===== config.mk =====
export PLATFORM = sky130hd
export DESIGN_NAME = cache_control_l1
export DESIGN_NICKNAME = d
export VERILOG_FILES = /design/src/rtl/cache_control_l1.sv
export SDC_FILE = /design/constraint.sdc
export NUM_CORES = 1
export LEC_CHECK = 0
export BUFFER_PORTS_ARGS = -buffer_cell sky130_fd_sc_hd__clkbuf_2
export CAP_MARGIN = 10
export CELL_PAD_IN_SITES_DETAIL_PLACEMENT = 0
export CELL_PAD_IN_SITES_GLOBAL_PLACEMENT = 1
export CORE_ASPECT_RATIO = 0.9
export CORE_MARGIN = 10
export CORE_UTILIZATION = 30
export DETAILED_ROUTE_END_ITERATION = 8
export PLACE_DENSITY_LB_ADDON = 0.1
export SETUP_SLACK_MARGIN = 0.5
export SYNTH_ARGS = -nofsm -noshare
export SYNTH_HDL_FRONTEND = slang
export SYNTH_SLANG_ARGS = --single-unit

===== constraint.sdc =====
create_clock -name clk -period 3.75 [get_ports clk]
set_input_delay 1.125 -clock clk [delete_from_list [all_inputs] [get_ports clk]]
set_output_delay 1.125 -clock clk [all_outputs]
set_load 0.02 [all_outputs]

===== src/rtl/cache_control_l1.sv =====
// ----------------------------------------------------------------------------
// cache_control_l1
//
// Control FSM for a 2-way set-associative L1 cache. Accepts CPU requests,
// detects hits from the ways' hit/dirty status, chooses an LRU victim on a
// miss, and runs the writeback/fill handshake with the next memory level.
// The datapath (address/data muxes and the ways) is outside this block and
// is steered by way_sel and pmem_addr_sel.
//
// Ports
//   clk, rst_n                  clock, asynchronous active-low reset
//   set                         set index of the current CPU address
//   mem_read, mem_write         CPU request, held until mem_resp
//   mem_resp                    one-cycle completion pulse to the CPU
//   hit0/1, dirty0/1            combinational status from way 0/1 for set
//   load_word0/1                word write strobe to way 0/1 (CPU store)
//   load_line0/1                line fill strobe to way 0/1
//   way_sel                     way select for data out and writeback tag
//   pmem_addr_sel               0 = CPU address (fill), 1 = writeback address
//   pmem_read, pmem_write       lower-level request, held until pmem_resp
//   pmem_resp                   lower-level completion pulse
//   hit_count, miss_count       performance counters
//   state_dbg                   current FSM state (CHECK=0, WRITEBACK=1,
//                               FILL=2) for observation
//
// Handshakes: the CPU holds mem_read/mem_write until mem_resp is seen high
// for one cycle; this block holds pmem_read/pmem_write until pmem_resp is
// seen high for one cycle. pmem_resp outside WRITEBACK/FILL is ignored.
//
// Build option: define CACHE_L1_PERF_CNT_EN to include the saturating
// hit/miss counters; otherwise both counter ports are tied to 0.
// ----------------------------------------------------------------------------
module cache_control_l1 #(
    parameter int sets = 8
) (
    input  logic                     clk,
    input  logic                     rst_n,
    input  logic [$clog2(sets)-1:0]  set,
    input  logic                     mem_read,
    input  logic                     mem_write,
    output logic                     mem_resp,
    input  logic                     hit0,
    input  logic                     hit1,
    input  logic                     dirty0,
    input  logic                     dirty1,
    output logic                     load_word0,
    output logic                     load_word1,
    output logic                     load_line0,
    output logic                     load_line1,
    output logic                     way_sel,
    output logic                     pmem_addr_sel,
    output logic                     pmem_read,
    output logic                     pmem_write,
    input  logic                     pmem_resp,
    output logic [31:0]              hit_count,
    output logic [31:0]              miss_count,
    output logic [1:0]               state_dbg
);

    typedef enum logic [1:0] {
        CHECK     = 2'd0,
        WRITEBACK = 2'd1,
        FILL      = 2'd2
    } state_t;

    state_t            state;
    logic [sets-1:0]   lru;      // lru[s] = way to evict next in set s
    logic              victim;   // victim way, frozen for the whole miss

    logic req;
    logic hit;
    logic hit_way;
    logic lru_way;
    logic victim_dirty;

    assign req          = mem_read | mem_write;
    assign hit          = hit0 | hit1;
    // Way 0 wins if both ways report a hit.
    assign hit_way      = ~hit0;
    assign lru_way      = lru[set];
    assign victim_dirty = lru_way ? dirty1 : dirty0;

    assign state_dbg = state;

    // ------------------------------------------------------------------
    // State, LRU and victim registers
    // ------------------------------------------------------------------
    always_ff @(posedge clk or negedge rst_n) begin
        if (!rst_n) begin
            state  <= CHECK;
            lru    <= '0;
            victim <= 1'b0;
        end else begin
            case (state)
                CHECK: begin
                    if (req && hit) begin
                        lru[set] <= ~hit_way;
                    end else if (req) begin
                        victim <= lru_way;
                        state  <= victim_dirty ? WRITEBACK : FILL;
                    end
                end
                WRITEBACK: begin
                    if (pmem_resp) state <= FILL;
                end
                FILL: begin
                    if (pmem_resp) state <= CHECK;
                end
                default: state <= CHECK;
            endcase
        end
    end

    // ------------------------------------------------------------------
    // Output decode. Hit response and line load are same-cycle reactions
    // to hit/pmem_resp, so outputs are decoded from state plus inputs.
    // Everything is forced low while reset is asserted so that an
    // in-flight pmem request drops immediately.
    // ------------------------------------------------------------------
    always_comb begin
        mem_resp      = 1'b0;
        load_word0    = 1'b0;
        load_word1    = 1'b0;
        load_line0    = 1'b0;
        load_line1    = 1'b0;
        way_sel       = 1'b0;
        pmem_addr_sel = 1'b0;
        pmem_read     = 1'b0;
        pmem_write    = 1'b0;
        if (rst_n) begin
            case (state)
                CHECK: begin
                    if (req && hit) begin
                        mem_resp   = 1'b1;
                        way_sel    = hit_way;
                        // A simultaneous read+write is handled as a write.
                        load_word0 = mem_write & ~hit_way;
                        load_word1 = mem_write &  hit_way;
                    end
                end
                WRITEBACK: begin
                    pmem_write    = 1'b1;
                    pmem_addr_sel = 1'b1;
                    way_sel       = victim;
                end
                FILL: begin
                    pmem_read  = 1'b1;
                    way_sel    = victim;
                    load_line0 = pmem_resp & ~victim;
                    load_line1 = pmem_resp &  victim;
                end
                default: ;
            endcase
        end
    end

`ifdef CACHE_L1_PERF_CNT_EN
    // ------------------------------------------------------------------
    // Saturating performance counters. Retry hits after a fill count as
    // hits because they produce a CHECK-state mem_resp.
    // ------------------------------------------------------------------
    logic hit_evt;
    logic miss_evt;

    assign hit_evt  = (state == CHECK) && req && hit;
    assign miss_evt = (state == CHECK) && req && !hit;

    always_ff @(posedge clk or negedge rst_n) begin
        if (!rst_n) begin
            hit_count  <= '0;
            miss_count <= '0;
        end else begin
            if (hit_evt && (hit_count != 32'hFFFF_FFFF))
                hit_count <= hit_count + 32'd1;
            if (miss_evt && (miss_count != 32'hFFFF_FFFF))
                miss_count <= miss_count + 32'd1;
        end
    end
`else
    assign hit_count  = 32'd0;
    assign miss_count = 32'd0;
`endif

endmodule


Word-level counts from Yosys, hierarchy flattened
Cells that the tools add are included.
{"block": "op_classes", "n_lt_le_gt_ge": 2, "n_eq_ne": 6, "n_mux": 32, "bitwise_logic": 9, "n_reduce_logical": 7}
{"cell": "1-bit 2-to-1 mux", "n": 22}
{"cell": "2-bit 2-to-1 mux", "n": 5}
{"cell": "8-bit bitwise mux", "n": 1}
{"cell": "2-bit inequality test, second input constant", "n": 4}
{"cell": "2-bit one-hot mux with 3 select lines", "n": 1}
{"cell": "1-bit bitwise AND", "n": 4}
{"cell": "3-bit by 4-bit less-than comparator with 1-bit output, second input constant", "n": 1}
{"cell": "4-bit AND reduction", "n": 1}
{"cell": "1-bit binary-select mux with 3-bit select", "n": 1}
{"cell": "1-bit demux with 3-bit select", "n": 1}
{"cell": "3-bit by 1-bit >= comparator with 1-bit output, second input constant", "n": 1}
{"cell": "1-bit NOT", "n": 3}
{"cell": "3-bit AND reduction", "n": 1}
{"cell": "2-bit by 1-bit == test with 1-bit output, second input constant", "n": 1}
{"cell": "2-bit == test, second input constant", "n": 1}
{"cell": "1-bit logical AND", "n": 2}
{"cell": "2-bit zero test", "n": 1}
{"cell": "1-bit bitwise OR", "n": 2}
{"cell": "1-bit one-hot mux with 2 select lines", "n": 1}
{"cell": "2-bit AND reduction", "n": 1}
{"cell": "2-bit OR reduction", "n": 1}
{"block": "word_totals", "regBits": 11, "input_bits": 12, "out_inout_bits": 75, "elab_cells": 59}

Longest topological paths before layout
{"block": "depth", "ltp_word": 7, "ltp_mapped": 6, "mapped_depth_nobuf": 6}

Worst setup path before layout
No wires, ideal clock.
{"block": "synth_timing", "path_kind": "input to output", "startpoint": "in rst_n", "endpoint": "out load_line0", "arrival_ps": 1938, "setup_slack_ps": 687, "stages": 2, "cell_sequence": "and2_1 -> nor3b_1"}
{"block": "synth_between", "elab_chain_cells": 1}
{"item": "start: declaration", "line_no": "37", "rtl": "input logic rst_n,"}
{"item": "1-bit 2-to-1 mux", "line_no": "130", "rtl": "if (rst_n) begin"}
{"item": "end: declaration", "line_no": "48", "rtl": "output logic load_line0,"}
No other way between the ends.

Worst setup path after layout
{"block": "layout_timing", "startpoint": "in hit0", "endpoint": "out way_sel"}
{"block": "layout_between", "elab_chain_cells": 5}
{"item": "start: declaration", "line_no": "42", "rtl": "input logic hit0,"}
{"item": "1-bit bitwise OR", "line_no": "77", "rtl": "assign hit = hit0 | hit1;"}
{"item": "1-bit logical AND", "line_no": "133", "rtl": "if (req && hit) begin"}
{"item": "1-bit 2-to-1 mux *", "line_no": "133"}
{"item": "1-bit one-hot mux with 2 select lines *", "line_no": "131", "rtl": "case (state)"}
{"item": "1-bit 2-to-1 mux *", "line_no": "130"}
{"item": "end: declaration", "line_no": "50", "rtl": "output logic way_sel,"}
Every way passes the cells marked *; elsewhere a longest branch is shown, timed or not.

==> flow_summary.ini <==
[die]
ios = 87
fp-row-count = 22
die_area_sq_mm = 0.00714
core-area_sq_mm = 0.00405
die_w_microns = 88.0
die_h_microns = 81.2
start_util_pct = 30.8

[pwr]
power_density_mw_per_mm2 = 552
p_leak_uw = 0.000654
ir_drop_uv = 117

[route]
routed_via_density = 3.78
final_antenna_net_count = 0
finalWirelength_microns = 2580
firstDrtPassIters = 4
vias = 802
wl_per_cell_microns = 12.1
initialDrtViolationCount = 22
drc = 0

[sta]
slew_violations = 0
fin_worst_skew_ns = 0.000609
rsz0062_at_grt = no
tightest_slew_ns = 0.657
fin_tns_setup_ns = 0
report.final.hold_viol_count = 0
timing.fmax_ghz = 0.324
hold_slack_ns = 0.496
period_needed_ns = 3.09
max_slew_margin_pct = 55.6
fin_crit_sh_pct = 82.3
setup_slack_ns = 0.663
finalSetupViolCount = 0

[grt]
grt-ovfl-total = 0
grt_antenna_before_repair = 0
grt_first_pass_wirelength_microns = 3710
grt_pass1_vias = 817
grt.total_usage_pct = 6.37
grt_start_max_net_pins = 15

[layout]
nets = 181
areaGrowthSynthToFinish_pct = -2.71
antennaDiodeCount = 0
final_cell_mix = 64 x conb_1, 20 x clkbuf_2, 11 x nor2_1, 11 x dfrtp_1, 8 x mux2_2
final_common_cell = conb_1
drive_above_1_share_pct = 22.0
final_core_util_pct = 30.0

[clocking]
clock_latency_ns = 0.23
clk_path_buf_depth = 2
hold_buffers = 0
htreeDepth = 1
numCtsBuffers = 3
cts_root_buf = clkbuf_8
numClockSinks = 11
clk_pin_slew_ns = 0.04
post-cts-setup-buffers = 0
post_cts_resized = 0
tritoncts = done

[synthesis]
synth_cell_types = 28
syn_area_sq_mm = 0.00125
synth_warnings = 0
synth_top_cell_by_area = buf_4
ys_seq_area_share_pct = 22.1
syn_avg_cell_area_sq_um = 8.85
synthTopCellsByArea = buf_4 39%, dfrtp_1 22%, mux2_2 7.2%
ys_ff_latch = 11
synth_cells = 141
synth_top_area_share_pct = 39.1

[setup_path]
crit_buf_inv = 2
crit_chain = buf_4 -> o221ai_4 -> nor2_1 -> a21oi_1 -> nor3_1 -> buf_2
rr_startpoint = state_dbg[1]
cp-start-kind = input port
critPathMaxFanout = 14
arrival_ns = 1.96
required_ns = 2.62
worst-setup-path-type = input port to output pin
crit_slowest_cell = o221ai_4
crit_family = compound AO/OA/AOI/OAI gates
max_stage_delay_ns = 0.27
cp-startpoint = hit0
endpoint_kind = output pin

[place]
io_buffers = 22
post-dp-hpwl_microns = 2370
place.gp.congestion = 0.756
post-place-ws_ns = 0.515

[hold_path]
hold_path.class = flip-flop to flip-flop
holdCritStartpoint = lru[1]

[run]
drv_cap = 0

[run_status]
status = finished clean
==> worst register-to-register path: cells and delay by family (launching register included) <==
kind	cells	cell delay, ns
simple gates	2	0.47
flops	1	0.41
mux	1	0.37
fa+ha+maj	1	0.25
compound gates	1	0.17
buf+inv	1	0.12
==> stage by stage <==
stage / area (sq um) / power, uW / cells
after floorplan: 1480 / 522 / 204
after global placement: 1150 / 557 / 208
after global routing: 1210 / 730 / 212
final: 1210 / 670 / 212
after CTS: 1200 / 668 / 212
after detailed placement: 1150 / 555 / 208
==> kinds of logic (layout without fill, tap and decap cells) <==
group / count (synthesis) / after routing / synth area share [%]
multiplexers: 12 / 12 / 13.3
AND/OR/NAND/NOR: 31 / 31 / 12.3
other: 1 / 64 / 0.301
AO/OA/AOI/OAI: 10 / 10 / 5.82
buffers and inverters: 72 / 32 / 42.1
adder cells (fa/ha/maj): 4 / 4 / 4.01
flip-flops: 11 / 11 / 22.1
==> layout make-up <==
class | count | area, sq um
clock buffer | 4 | 45.0
tap | 48 | 60.1
inverter | 5 | 18.8
fill | 421 | 2830
multi-input combinational | 121 | 694
sequential | 11 | 275
timing repair buffer | 23 | 120
==> final timing paths <==
path | end | slack [ns] | cells after the start
setup / recovery | way_sel | 0.66 | 6
hold / removal | lru[1] | 0.50 | 1
setup reg to reg | lru[4] | 1.86 | 6
hold reg to reg | lru[1] | 0.50 | 1
max in group asynchronous | lru[2] | 2.67 | 2
min in group asynchronous | lru[6] | 0.74 | 1
==> Yosys cell counts <==
cell type,count
ha_1,4
a211oi_1,1
mux4_1,2
and3_1,1
o221ai_2,1
conb_1,1
o31a_1,1
nand2_1,6
inv_1,5
nor3_1,4
mux2i_1,1
nand2b_1,1
mux2i_2,1
nor3b_1,2
nor2_1,11
o21ai_0,2
o2bb2ai_1,1
and2_1,2
nor2b_1,2
nor4b_1,2
mux2_2,8
buf_8,1
buf_4,65
clkbuf_1,1
a21oi_1,2
o21ai_1,1
dfrtp_1,11
o21a_1,1
==> sequential cells by signal, indices dropped and copies added (netlist names) <==
| name | flops |
|---|---|
| state_dbg | 2 |
| victim | 1 |
| lru | 8 |
==> power breakdown <==
group / total, uW / internal, uW / switching (uW)
Combinational: 346 / 136 / 210
Sequential: 213 / 177 / 36.8
Clock: 111 / 74.0 / 36.8
Total: 670 / 386 / 284
==> layer usage <==
layer,vias to the layer above,routed length [microns],track usage [%]
met3,4,423,1.60
met4,0,29,3.34
met2,62,1240,11.7
li1,381,-,-
met5,-,0,0
met1,355,881,6.51
No activity file was read; power rests on OpenSTA's default activity.
